<file path="src/rtl/serializador_pkg.sv">
// serializador_pkg: shared state encodings and default word width
package serializador_pkg;
  localparam int DEF_WIDTH = 16;
  localparam logic [1:0] ST_IDLE  = 2'd0;
  localparam logic [1:0] ST_SHIFT = 2'd1;
  localparam logic [1:0] ST_DONE  = 2'd2;
endpackage

</file>
<file path="src/rtl/serializador_if.sv">
// serializador_if: word handshake and serial output bundle
interface serializador_if #(parameter int WIDTH = serializador_pkg::DEF_WIDTH);
  logic [WIDTH-1:0] D;
  logic load, en, ready, sout, sout_valid, done;
  modport master(output D, load, en, input ready, sout, sout_valid, done);
  modport slave(input D, load, en, output ready, sout, sout_valid, done);
endinterface

</file>
<file path="src/rtl/serializador_piso_shift_reg.sv">
// piso_shift_reg: parallel-in serial-out register, head bit selectable end
module piso_shift_reg #(
  parameter int WIDTH = 16,
  parameter int MSB_FIRST = 1
) (
  input  logic             clk,
  input  logic             rst,
  input  logic             load,
  input  logic             shift,
  input  logic [WIDTH-1:0] d,
  output logic             head
);
  logic [WIDTH-1:0] q;
  // capture wins over shift; the vacated end fills with zero
  always_ff @(posedge clk or posedge rst)
    if (rst) q <= '0;
    else if (load) q <= d;
    else if (shift) q <= MSB_FIRST != 0 ? {q[WIDTH-2:0], 1'b0} : {1'b0, q[WIDTH-1:1]};
  assign head = MSB_FIRST != 0 ? q[WIDTH-1] : q[0];
endmodule

</file>
<file path="src/rtl/serializador.sv">
// serializador: word serializer with shift pause and one-cycle done pulse
module serializador
  import serializador_pkg::*;
#(
  parameter int WIDTH = DEF_WIDTH,
  parameter int MSB_FIRST = 1
) (
  input logic           clk,
  input logic           rst,
  serializador_if.slave s
);
  localparam int CW = $clog2(WIDTH);
  logic [1:0] state, nxt;
  logic [CW-1:0] cnt;
  logic cap, adv, last, head;
  // capture only from IDLE; the last enabled bit hands over to DONE, code 3 falls back to IDLE
  always_comb begin
    cap = state == ST_IDLE && s.load;
    adv = state == ST_SHIFT && s.en;
    last = cnt == CW'(WIDTH - 1);
    nxt = cap ? ST_SHIFT : adv && last ? ST_DONE : state == ST_SHIFT ? ST_SHIFT : ST_IDLE;
  end
  // state and bit counter; counter holds at WIDTH-1 so it never wraps
  always_ff @(posedge clk or posedge rst)
    if (rst) begin
      state <= ST_IDLE;
      cnt <= '0;
    end else begin
      state <= nxt;
      cnt <= cap ? '0 : adv && !last ? cnt + CW'(1) : cnt;
    end
  piso_shift_reg #(.WIDTH(WIDTH), .MSB_FIRST(MSB_FIRST)) u_piso (
    .clk(clk), .rst(rst), .load(cap), .shift(adv), .d(s.D), .head(head)
  );
  assign s.ready = state == ST_IDLE && !rst;
  assign s.sout_valid = adv;
  assign s.sout = state == ST_SHIFT && head;
  assign s.done = state == ST_DONE;
endmodule

</file>
<file path="src/flat_wrapper.sv">
// flat-port wrapper written by rule: the top's interface ports become plain ports
module serializador_flat import serializador_pkg::*;
#(
  parameter int WIDTH = DEF_WIDTH,
  parameter int MSB_FIRST = 1
)
  (clk, rst, s_D, s_load, s_en, s_ready, s_sout, s_sout_valid, s_done);
  serializador_if #(.WIDTH(WIDTH)) s_i ();
  input logic clk;
  input logic rst;
  input wire logic [$bits(s_i.D)-1:0] s_D;
  input wire logic [$bits(s_i.load)-1:0] s_load;
  input wire logic [$bits(s_i.en)-1:0] s_en;
  output wire logic [$bits(s_i.ready)-1:0] s_ready;
  output wire logic [$bits(s_i.sout)-1:0] s_sout;
  output wire logic [$bits(s_i.sout_valid)-1:0] s_sout_valid;
  output wire logic [$bits(s_i.done)-1:0] s_done;
  assign s_i.D = s_D;
  assign s_i.load = s_load;
  assign s_i.en = s_en;
  assign s_ready = s_i.ready;
  assign s_sout = s_i.sout;
  assign s_sout_valid = s_i.sout_valid;
  assign s_done = s_i.done;
  serializador #(.WIDTH(WIDTH), .MSB_FIRST(MSB_FIRST)) u_core (.clk(clk), .rst(rst), .s(s_i));
endmodule
</file>
<file path="config.mk">
export PLATFORM = sky130hd
export DESIGN_NAME = serializador_flat
export DESIGN_NICKNAME = d
export VERILOG_FILES = /design/src/rtl/serializador_pkg.sv /design/src/rtl/serializador_if.sv /design/src/rtl/serializador_piso_shift_reg.sv /design/src/rtl/serializador.sv /design/src/flat_wrapper.sv
export SDC_FILE = /design/constraint.sdc
export NUM_CORES = 1
export LEC_CHECK = 0
export BUFFER_PORTS_ARGS = -buffer_cell sky130_fd_sc_hd__buf_2
export CAP_MARGIN = 20
export CORE_MARGIN = 1
export CORE_UTILIZATION = 51
export DETAILED_ROUTE_END_ITERATION = 16
export GPL_ROUTABILITY_DRIVEN = 0
export PLACE_DENSITY = 0.76
export SYNTH_ARGS = -nofsm -noshare
export SYNTH_HDL_FRONTEND = slang
export SYNTH_SLANG_ARGS = --single-unit
export TNS_END_PERCENT = 10
</file>
<file path="constraint.sdc">
create_clock -name clk -period 1.69 [get_ports clk]
set_input_delay 0.2535 -clock clk [delete_from_list [all_inputs] [get_ports clk]]
set_output_delay 0.2535 -clock clk [all_outputs]
set_load 0.05 [all_outputs]
</file>
==> flow_summary.toml <==
[run_status]
outcome = "finished, final reports clean"

[worst_setup_path]
crit_arrival_ps = 1350
required_ps = 1440
rr_startpoint = "u_core.state[1]$_DFF_PP0_"
crit_type = "reg -> out"
reg2regPathDepth = 3
setup.worst_path.end_class = "primary output"
start_kind = "flop"
path_max_fanout = 7
startpoint = "u_core.state[1]$_DFF_PP0_"

[routing]
drcViolationCount = 0
routedWlPerCell_um = 13.27
drtAntennaViolNets = 0
viasPerCell = 5.628
drt-pass1-iter-count = 5
drt-total-wl_mm = 2.070
drt_iter0_drc = 26
vias = 878

[synth]
synth_area_leaders = "dfrtp_1 (54%), a22oi_1 (8.2%), nand3_1 (7.4%)"
yosysWarnings = 0
yosysTopAreaCell = "dfrtp_1"
ys_seq_elements = 22
seq_area_frac_synth = 0.5446
synth.top_cell.area_share = 0.5446
synth.distinct_cells = 23
synth_area_um2 = 1011
avgSynthCellArea_um2 = 9.911
synth_edf_count = 0
yosysMostFrequentCell = "dfrtp_1"
syn_nets = 123
syn_inst = 102
synth_top_flop_cell = "dfrtp_1"
synth.top_cells.by_count = "dfrtp_1 (22), nand2_1 (18), nand3_1 (15), a22oi_1 (11), o21ai_0 (7)"
asyncSetResetFlopFracSynth = 1.000

[finish]
stdcell_count = 156
final_util = 0.6912
area_growth_pct = 21.91
drive_gt1_frac = 0.2901
diodes = 0
nets = 154
num-fill-cells = 144

[floorplan]
dieArea_um2 = 2164
io_pins = 24
die_y_um = 46.52
start_util = 0.5670
die_w_um = 46.52
core_um2 = 1783
rows = 15

[power_and_ir_drop]
powerDensity_nw_per_um2 = 1292
power_mw = 1.592
p_seq_frac = 0.534
p_leak_nw = 0.6450
combPwrFrac = 0.324
peakVddDrop_mv = 0.8126
clockPowerShare = 0.143
p_int_mw = 1.029
power.share.switching = 0.3536
netSwitchingPower_mw = 0.5630

[placed_design]
io_buffer_count = 23
hpwl_mm = 1.421
placedCellCount = 149

[global_routing]
grt_pass1_vias = 751
grt_max_degree = 24
grt_first_pass_wirelength_mm = 3.325
gr-total-overflow = 0
antenna_found_initial = 0
track_usage = 0.2238

[clock_network]
cts_buffers = 3
root_buffer = "clkbuf_4"
cts.htree.levels = 1
clkLatencyLatePin_ps = 300
clkSinkCount = 22
cts_max_path_buffers = 2
clk_pin_slew_worst_paths_ps = 110
cts_tree = "built"

[sta]
fmax_ghz = 0.6227
worstMarginPinSlew_ps = 296.4
fin_crit_sh = 0.9502
setup_tns_ps = 0
skew_ps = 1.600
setup_violations = 0
rsz0062_at_grt = "false"
fin_crit_ps = 1606
max_slew_margin = 0.7999
hold_viol = 0
finalMaxSlewViolations = 0

[worst_hold_path]
min_path_type = "in -> reg"
hold_depth = 3
min-delay-start = "s_D[11]"

[job]
maxCapViolations = 0
-- cells in the final DEF (no fill, tap or decap), drive strengths merged --
cell type,Yosys,routed
o21ai,7,7
nor3b,1,1
dfrtp,22,22
a22oi,11,11
nand3,15,15
inv,2,2
dlygate4sd3,0,1
buf,6,31
nor2,2,2
and3,1,1
nand2,18,18
or3,1,1
nand3b,1,1
and2b,1,1
mux2i,5,5
nor3,1,1
ha,1,1
a311oi,1,1
clkbuf,0,3
o31ai,1,1
or3b,1,1
and3b,1,1
o311ai,1,1
a21oi,2,2
-- final cells by class --
type                       count  area [µm²]  area share
tap                           25       31.28     0.02538
timing repair buffer          32       187.7      0.1523
inverter                       2       7.507    0.006091
sequential                    22       550.5      0.4467
multi-input combinational     72       432.9      0.3513
clock buffer                   3       22.52     0.01827
-- path summary, 6_finish.rpt --
check                                             endpoint  slack, ps
setup / recovery                              s_sout_valid         80
hold / removal             u_core.u_piso.q[11]$_DFFE_PP0P_        150
setup reg to reg                 u_core.cnt[3]$_DFFE_PP0P_        180
hold reg to reg             u_core.u_piso.q[1]$_DFFE_PP0P_        500
max in group asynchronous        u_core.cnt[0]$_DFFE_PP0P_        930
min in group asynchronous        u_core.state[0]$_DFF_PP0_        550
-- what timing repair did --
action	in CTS	in global routing
endpoints found under the setup margin	1	1
hold buffers	1	0
gates resized for setup	1	0
hold endpoints to repair	22	0
pin swaps	0	0
buffers inserted	1	2
-- critical path, stage by stage, from the launching register on --
cell and delay [ps]:
dfrtp_1 460, nand3b_1 280, inv_2 120, buf_4 200
-- power groups by stage --
stage	Sequential, mW	Clock, mW	Combinational (mW)
detailed placement	0.859	0	0.493
global placement	0.848	0	0.479
global route	0.869	0.256	0.589
finish	0.850	0.227	0.515
CTS	0.846	0.236	0.507
floorplan	0.821	0	0.384
-- cells by family (layout without fill, tap and decap cells) --
kind of cell               after synthesis  count (layout)  share of synthesized area
AOI/OAI and AO/OA                       23              23                     0.1510
muxes                                    5               5                    0.04951
and+or+nand+nor                         43              43                     0.2055
DFF                                     22              22                     0.5446
adders and majority gates                1               1                    0.01237
buffers and inverters                    8              37                    0.03712
-- layer usage --
| metal | share of wire | vias up | global-route usage |
|---|---|---|---|
| li1 | - | 428 | - |
| met3 | 0.032 | 6 | 0.03529 |
| met2 | 0.48 | 24 | 0.3611 |
| met5 | 0 | - | 0 |
| met4 | 0.020 | 0 | 0.1059 |
| met1 | 0.47 | 420 | 0.2916 |
-- stage by stage --
step	area [µm²]	setup slack, ps	hold WS (ps)
2_1_floorplan	1016	349.7	242.7
3_3_place_gp	1175	230.9	319.9
3_5_place_dp	1175	195.8	323.2
4_1_cts	1217	35.86	144.6
5_1_grt	1232	0.1762	147.5
6_report	1232	84.16	153.4
-- sequential cells by signal, indices dropped and copies added (netlist names) --
name and cells:
u_core.cnt 4, u_core.state 2, u_core.u_piso.q 16
Power figures use the tool's default switching activity.
